$ cat config.mk
export PLATFORM = sky130hd
export DESIGN_NAME = trap_csr_sequencer
export DESIGN_NICKNAME = d
export VERILOG_FILES = /design/src/rtl/trap_csr_sequencer.sv
export SDC_FILE = /design/constraint.sdc
export NUM_CORES = 1
export LEC_CHECK = 0
export BUFFER_PORTS_ARGS = -buffer_cell sky130_fd_sc_hd__buf_2
export CELL_PAD_IN_SITES_DETAIL_PLACEMENT = 1
export CELL_PAD_IN_SITES_GLOBAL_PLACEMENT = 1
export CORE_AREA = 2 2 223 225
export DETAILED_ROUTE_END_ITERATION = 8
export DIE_AREA = 0 0 225 227
export GPL_TIMING_DRIVEN = 0
export PLACE_DENSITY_LB_ADDON = 0.1
export RECOVER_POWER = 50
export REMOVE_ABC_BUFFERS = 1
export SYNTH_ARGS = -nofsm -noshare
export SYNTH_HDL_FRONTEND = slang
export SYNTH_SLANG_ARGS = --single-unit
$ cat constraint.sdc
create_clock -name i_clk -period 2.05 [get_ports i_clk]
set_input_delay 0.1025 -clock i_clk [delete_from_list [all_inputs] [get_ports i_clk]]
set_output_delay 0.1025 -clock i_clk [all_outputs]
set_load 0.005 [all_outputs]
$ cat src/rtl/trap_csr_sequencer.sv
// M-mode trap entry / mret return sequencer that owns the CSR file write port and read address.
// Optional feature macro: TRAP_SEQ_MTVAL_EN (adds the mtval write to trap entry).
module trap_csr_sequencer #(
  parameter int unsigned XLEN = 2,      // XLEN_64b: data width W = 1 << (XLEN + 4)
  parameter logic [3:0]  NO_E = 4'hF    // exception code meaning "no exception"
) (
  input  logic                           i_clk,
  input  logic                           i_rst,
  input  logic                           i_clk_en,
  input  logic [3:0]                     i_exception_code_f_d_ff,
  input  logic [(1 << (XLEN + 4))-1:0]   i_exception_pc_f_d_ff,
  input  logic [3:0]                     i_exception_code_e_m_ff,
  input  logic [(1 << (XLEN + 4))-1:0]   i_exception_pc_e_m_ff,
  input  logic [(1 << (XLEN + 4))-1:0]   i_exception_addr_e_m_ff,
  input  logic                           i_mret_e,
  input  logic                           i_csr_req,
  input  logic                           i_csr_req_we,
  input  logic [11:0]                    i_csr_req_addr,
  input  logic [(1 << (XLEN + 4))-1:0]   i_csr_req_wdata,
  output logic                           o_csr_gnt,
  output logic [(1 << (XLEN + 4))-1:0]   o_csr_req_rdata,
  output logic [11:0]                    o_csr_read_addr,
  input  logic [(1 << (XLEN + 4))-1:0]   i_csr_rdata,
  output logic [11:0]                    o_csr_write_addr,
  output logic                           o_csr_we,
  output logic [(1 << (XLEN + 4))-1:0]   o_csr_wdata,
  output logic                           o_busy,
  output logic                           o_redirect_valid,
  output logic [(1 << (XLEN + 4))-1:0]   o_redirect_pc
);

  localparam int unsigned W = 1 << (XLEN + 4);

  localparam logic [11:0] AddrMstatus = 12'h300;
  localparam logic [11:0] AddrMtvec   = 12'h305;
  localparam logic [11:0] AddrMepc    = 12'h341;
  localparam logic [11:0] AddrMcause  = 12'h342;
`ifdef TRAP_SEQ_MTVAL_EN
  localparam logic [11:0] AddrMtval   = 12'h343;
`endif

  typedef enum logic [2:0] {
    StIdle,
    StTMepc,
    StTMcause,
`ifdef TRAP_SEQ_MTVAL_EN
    StTMtval,
`endif
    StTMstatus,
    StRMepc,
    StRMstatus,
    StRedirect
  } state_e;

  state_e         state_q, state_d;
  logic [3:0]     cause_q, cause_d;
  logic [W-1:0]   epc_q, epc_d;
  logic [W-1:0]   target_q, target_d;
  logic           is_mret_q, is_mret_d;
`ifdef TRAP_SEQ_MTVAL_EN
  logic [W-1:0]   tval_q, tval_d;
`else
  logic           unused_addr;
  assign unused_addr = ^i_exception_addr_e_m_ff;
`endif

  logic           em_exc, fd_exc;
  logic [W-1:0]   mstatus_trap, mstatus_ret;

  assign em_exc          = (i_exception_code_e_m_ff != NO_E);
  assign fd_exc          = (i_exception_code_f_d_ff != NO_E);
  assign o_csr_req_rdata = i_csr_rdata;

  // mstatus images for trap entry and mret, built from the live read of 0x300
  always_comb begin
    mstatus_trap         = i_csr_rdata;
    mstatus_trap[7]      = i_csr_rdata[3];
    mstatus_trap[3]      = 1'b0;
    mstatus_trap[12:11]  = 2'b11;
    mstatus_ret          = i_csr_rdata;
    mstatus_ret[3]       = i_csr_rdata[7];
    mstatus_ret[7]       = 1'b1;
    mstatus_ret[12:11]   = 2'b11;
  end

  always_comb begin
    state_d          = state_q;
    cause_d          = cause_q;
    epc_d            = epc_q;
    target_d         = target_q;
    is_mret_d        = is_mret_q;
`ifdef TRAP_SEQ_MTVAL_EN
    tval_d           = tval_q;
`endif
    o_csr_gnt        = 1'b0;
    o_csr_read_addr  = '0;
    o_csr_write_addr = '0;
    o_csr_we         = 1'b0;
    o_csr_wdata      = '0;
    o_busy           = (state_q != StIdle);
    o_redirect_valid = 1'b0;
    o_redirect_pc    = '0;

    unique case (state_q)
      StIdle: begin
        if (em_exc) begin
          o_busy    = 1'b1;
          cause_d   = i_exception_code_e_m_ff;
          epc_d     = i_exception_pc_e_m_ff;
`ifdef TRAP_SEQ_MTVAL_EN
          tval_d    = i_exception_addr_e_m_ff;
`endif
          is_mret_d = 1'b0;
          state_d   = StTMepc;
        end else if (i_mret_e) begin
          o_busy    = 1'b1;
          is_mret_d = 1'b1;
          state_d   = StRMepc;
        end else if (fd_exc) begin
          o_busy    = 1'b1;
          cause_d   = i_exception_code_f_d_ff;
          epc_d     = i_exception_pc_f_d_ff;
`ifdef TRAP_SEQ_MTVAL_EN
          tval_d    = i_exception_pc_f_d_ff;
`endif
          is_mret_d = 1'b0;
          state_d   = StTMepc;
        end else if (i_csr_req) begin
          o_csr_gnt        = 1'b1;
          o_csr_read_addr  = i_csr_req_addr;
          o_csr_write_addr = i_csr_req_addr;
          o_csr_we         = i_csr_req_we;
          o_csr_wdata      = i_csr_req_wdata;
        end
      end
      StTMepc: begin
        o_csr_write_addr = AddrMepc;
        o_csr_we         = 1'b1;
        o_csr_wdata      = {epc_q[W-1:1], 1'b0};
        state_d          = StTMcause;
      end
      StTMcause: begin
        o_csr_write_addr = AddrMcause;
        o_csr_we         = 1'b1;
        o_csr_wdata      = {{(W-4){1'b0}}, cause_q};
`ifdef TRAP_SEQ_MTVAL_EN
        state_d          = StTMtval;
`else
        state_d          = StTMstatus;
`endif
      end
`ifdef TRAP_SEQ_MTVAL_EN
      StTMtval: begin
        o_csr_write_addr = AddrMtval;
        o_csr_we         = 1'b1;
        o_csr_wdata      = tval_q;
        state_d          = StTMstatus;
      end
`endif
      StTMstatus: begin
        o_csr_read_addr  = AddrMstatus;
        o_csr_write_addr = AddrMstatus;
        o_csr_we         = 1'b1;
        o_csr_wdata      = mstatus_trap;
        state_d          = StRedirect;
      end
      StRMepc: begin
        o_csr_read_addr  = AddrMepc;
        target_d         = {i_csr_rdata[W-1:1], 1'b0};
        state_d          = StRMstatus;
      end
      StRMstatus: begin
        o_csr_read_addr  = AddrMstatus;
        o_csr_write_addr = AddrMstatus;
        o_csr_we         = 1'b1;
        o_csr_wdata      = mstatus_ret;
        state_d          = StRedirect;
      end
      StRedirect: begin
        o_redirect_valid = 1'b1;
        if (is_mret_q) begin
          o_redirect_pc  = target_q;
        end else begin
          // trap vector is sampled live so a prior write to mtvec is honoured
          o_csr_read_addr = AddrMtvec;
          o_redirect_pc   = {i_csr_rdata[W-1:2], 2'b00};
        end
        state_d          = StIdle;
      end
      default: state_d = StIdle;
    endcase

    // reset aborts the sequence before anything else commits
    if (i_rst) begin
      o_csr_we         = 1'b0;
      o_redirect_valid = 1'b0;
    end
  end

  always_ff @(posedge i_clk) begin
    if (i_rst) begin
      state_q   <= StIdle;
      cause_q   <= '0;
      epc_q     <= '0;
      target_q  <= '0;
      is_mret_q <= 1'b0;
`ifdef TRAP_SEQ_MTVAL_EN
      tval_q    <= '0;
`endif
    end else if (i_clk_en) begin
      state_q   <= state_d;
      cause_q   <= cause_d;
      epc_q     <= epc_d;
      target_q  <= target_d;
      is_mret_q <= is_mret_d;
`ifdef TRAP_SEQ_MTVAL_EN
      tval_q    <= tval_d;
`endif
    end
  end

endmodule

=== After elaboration in Yosys (flattened, before gate mapping) ===
Cells that the tools add are included.
W data, S select, Z words.

* Eq/ne operators: 10
* Muxes and demuxes: 44
* Reduce and logical (&&, ||, !) cells: 10

{| class="wikitable"
|+ Operator list
! operator !! number
|-
| $mux W64 || 9
|-
| $pmux W64 S5 || 1
|-
| $pmux W12 S4 || 2
|-
| $mux W12 || 4
|-
| $mux W1 || 19
|-
| $pmux W3 S5 || 1
|-
| $mux W4 || 3
|-
| $ne A4 B4 Y1 const B || 3
|-
| $mux W10 || 1
|-
| $eq A3 B3 Y1 const B || 3
|-
| $mux W3 || 3
|-
| $eq A3 B2 Y1 const B || 2
|-
| $reduce_bool A3 Y1 || 2
|-
| $reduce_and A2 Y1 || 2
|-
| $reduce_and A4 Y1 || 1
|-
| $reduce_or A4 Y1 || 1
|-
| $eq A3 B1 Y1 const B || 1
|-
| $logic_not A3 Y1 || 1
|-
| $reduce_and A3 Y1 || 1
|-
| $ne A2 B1 Y1 const B || 1
|-
| $pmux W1 S2 || 1
|-
| $reduce_bool A2 Y1 || 1
|-
| $reduce_or A2 Y1 || 1
|}

* Register bits: 135
* Bits of input ports: 346
* Output and inout bits: 220
* Word-level logic and storage cells: 69

=== Longest topological paths before layout ===
* Depth after elaboration: 6
* Depth in mapped cells: 7
* Mapped depth without buffers: 4

=== Worst setup path before layout ===
Ideal clock, no wire load.

* Kind: register -> output
* Start: register state_q[0]
* End: output o_csr_wdata[45]
* Arrival: 1.466 ns
* Data required time: 1.947 ns
* Path slack: 0.481 ns
* Stages on the path, launching flop included: 8
* Path through: dfxtp_1 -> buf_2 -> nor4_2 -> nor4b_4 -> buf_4 -> buf_2 -> nand2_1 -> nand2_1

* Cells in the longest elaborated chain, start to end: 2
* Elaborated cells on any way between the ends: 6
* Those cells by class: 4 x eq/ne; 1 x mux; 1 x reduce/logical

{| class="wikitable"
|+ Ends and longest elaborated chain
! element !! RTL line !! text
|-
| from (decl) || 55 || <nowiki>state_e state_q, state_d;</nowiki>
|-
| from (signal assigned) || 202 || <nowiki>state_q <= StIdle;</nowiki>
|-
| from (signal assigned) || 211 || <nowiki>state_q <= state_d;</nowiki>
|-
| $eq A3 B3 Y1 (tied with other cells) || 104 || <nowiki>unique case (state_q)</nowiki>
|-
| $pmux W64 S5 (*) || 104 ||
|-
| to (decl) || 26 || <nowiki>output logic [(1 << (XLEN + 4))-1:0] o_csr_wdata,</nowiki>
|}

Mark *: on every way between the ends. The rest lies on a longest branch, timed or not.

=== Final worst setup path ===
* Start: register state_q[1]
* End: register epc_q[37]

* Cells in the longest elaborated chain, start to end: 2

{| class="wikitable"
|+ Ends and longest elaborated chain
! element !! RTL line !! text
|-
| $logic_not A3 Y1 || 104 ||
|-
| $reduce_and A4 Y1 (no source line) || - ||
|-
| to (signal assigned) || 213 || <nowiki>epc_q <= epc_d;</nowiki>
|-
| to (decl) || 57 || <nowiki>logic [W-1:0] epc_q, epc_d;</nowiki>
|}

No other way between the ends.
A chain may end at the register's enable or synchronous reset.

==> run metrics <==
Nets roughly 2,100; row cnt 81; Slew Limit Fails 0; Post-DP Area about 11,000 sq um; worst hold path type primary input to flip-flop; global-route wire length before repair about 71,000 um; CP Capture Type flip-flop; period utilization 113%; Synth cell types 43; CP startpoint kind flip-flop; # DRC 0; Worst Max-Slew Pin Slew around 0.77 ns; WP data required approximately 2.4 ns; Syn Std Cell Area ~8400 sq um; clock-pin slew on the worst setup and hold paths roughly 0.060 ns; remaining global-route overflow 0; cell area after layout about 15,000 sq um; maximum vdd drop about 0.33 mV; worst path cell trace buf_6 -> buf_4 -> nor4b_1 -> o21a_4 -> buf_12 -> clkbuf_16 -> nor2_1 -> a311oi_2; area of the core 48,500 sq um; Synth Warn # 0; Critical Path Fanout Max 8; slowest stage delay, CP around 0.64 ns; sequential fraction of the synthesis area 31.9%; clock latency on the worst-skew pair 0.45 ns; CTS tree yes; kind of critical path flip-flop to flip-flop; HPWL Detailed ~30,000 um; Setup TNS -29.52 ns; Avg Inst Size Synth ~7.3 sq um; largest net degree at the start of global routing slightly above 80; initial antenna violation count 1; total number of vias 10,800; Layout Utilization approximately a third; Slew headroom a little under 50%; Post-synth EDFFs 0; slowest CP cell nor4b_1; post-route ant nets 0; FF+latch count, synth 134; Critical Path AT around 2.7 ns; Routed WL per cell roughly 22 um; max_cap viols 0; Die W 225 um; num ports 566; final worst-path setup slack -0.274 ns; DIE AREA 51,100 sq um; RD Place Congestion between 0.7 and 0.8; status finished, violations left; skew final about 0.0087 ns; share of layout cells above drive strength 1 between 30% and 40%; Min Clock Period, post-route approximately 2.3 ns; Area Growth Syn to Fin 83.1%; PwrDens between 500 and 600 nW/um^2; f_max 430 MHz; CTS root buffer clkbuf_16; Setup Viol. Count Final 156; final WL between 50,000 and 60,000 um; failing checks negative setup slack; Synth Flop Type dfxtp_1; clk sinks about 130; Port Buffers 498; hold path cells 3; Reg2Reg Depth 8; Layout fillers between 5,000 and 6,000; Starting Density between 10% and 20%; Pleak 0.00679 uW; H-tree levels 4; clock tree buffer depth 2; CTS Buf Count 17; GRT Total Usage 18.7%; vias in the first global route roughly 11,000; Hold Violations, Final 0; RSZ-0062 raised after global routing yes; TritonRoute pass-1 iters 4; ys async rst share 0%; die height between 200 and 250 um; Mapped Cells approximately 1,200; initial DRC count 343; hold slack 0.0419 ns; Via-to-Cell Ratio between 4 and 5
==> cells by family (layout without fill, tap and decap cells) <==
group                  after synthesis  count (layout)  share of synthesized area (%)
AND/OR/NAND/NOR                    572             582                           27.5
AO/OA/AOI/OAI                      217             218                           21.0
buffers and inverters              167             807                           11.8
flip-flops                         134             134                           31.9
multiplexers                        65              65                           7.75
other                                1               2                         0.0446
==> layout by cell type, fill, tap and decap left out, drive strengths merged, types with 7 or more instances in the layout <==
cell type,netlist,layout
mux2i,64,64
nor2b,7,7
buf,117,514
a21oi,68,68
nand2,395,401
a22oi,63,63
dlygate4sd3,0,190
dfxtp,134,134
and2,15,18
nor2,136,136
clkbuf,47,97
a311oi,63,63
==> layer usage <==
layer / share of wire [%] / up-vias / global-route usage, %
met4: 1.1 / 0 / 3.97
met1: 44 / 5264 / 22.9
met2: 51 / 297 / 33.9
met3: 4.2 / 31 / 3.61
met5: 0 / - / 0
li1: - / 5178 / -
==> state kept, by name, summed over array words and instances (netlist names) <==
| register | count |
|---|---|
| is_mret_q | 1 |
| epc_q | 63 |
| cause_q | 4 |
| target_q | 63 |
| state_q | 3 |
==> critical path, delay by kind of cell (launching register included) <==
family	cells	cell delay, ns
AO/OA/AOI/OAI	2	0.58
buffers and inverters	4	0.58
flip-flops	1	0.37
AND/OR/NAND/NOR	2	0.70
==> synthesized netlist by cell type (all sizes together) (2+ instances only) <==
cell	instances	share of area [%]
and2	15	1.1
nand2	395	18
dfxtp	134	32
buf	117	9.6
nand4	2	0.22
mux2i	64	7.6
a311oi	63	9.2
a21oi	68	4.0
nand4b	4	0.42
nor2b	7	0.61
nor2	136	6.1
a221o	2	0.24
o21a	2	0.27
o21ai	6	0.36
nor4b	2	0.57
a22oi	63	5.6
nand3	6	0.36
a32oi	2	0.21
o22ai	2	0.15
inv	3	0.13
a22o	2	0.21
clkbuf	47	2.1
==> final timing paths <==
path | start | end | slack (ns)
worst max register to register | state_q[1]$_SDFFE_PP0P_ | epc_q[37]$_SDFFE_PP0P_ | -0.27
worst min-delay path | i_mret_e | is_mret_q$_SDFFE_PP0P_ | 0.04
worst max-delay path | state_q[1]$_SDFFE_PP0P_ | epc_q[37]$_SDFFE_PP0P_ | -0.27
worst min register to register | target_q[41]$_SDFFE_PP0P_ | target_q[41]$_SDFFE_PP0P_ | 0.45
==> report_power, final <==
part / leakage [uW] / switching, uW / internal (uW)
sequential: 0.00110 / 90.6 / 2750
combinational: 0.00540 / 1050 / 1040
clock: 0.000284 / 1270 / 1870
==> area by class of cell <==
cell class                      count  area, sq um  share of cell area, %
Sequential cell                   134         2700                   17.5
Clock buffer                       26          529                   3.44
Clock inverter                      3         40.0                  0.260
Multi-Input combinational cell    866         5450                   35.4
Antenna cell                        1         2.50                 0.0163
Inverter                            3         11.3                 0.0731
Tap cell                          622          778                   5.06
Timing Repair Buffer              775         5880                   38.2
==> per-stage QoR <==
| step | worst slack, ns | power (uW) | cells |
|---|---|---|---|
| global placement | -5.55 | 4250 | 2112 |
| finish | -0.274 | 8070 | 2430 |
| global route | -0.365 | 8500 | 2430 |
| floorplan | -1.79 | 3470 | 992 |
| detailed placement | -0.747 | 4300 | 2126 |
| CTS | -0.217 | 7990 | 2402 |
==> timing repair <==
action	in CTS	in global routing
gates resized for setup	107	134
endpoints found under the setup margin	275	186
hold endpoints to repair	127	0
pin swaps	44	46
setup buffers	42	15
gates cloned	15	14
hold buffers	190	0
Note: power is estimated with default switching activity, not from simulation.
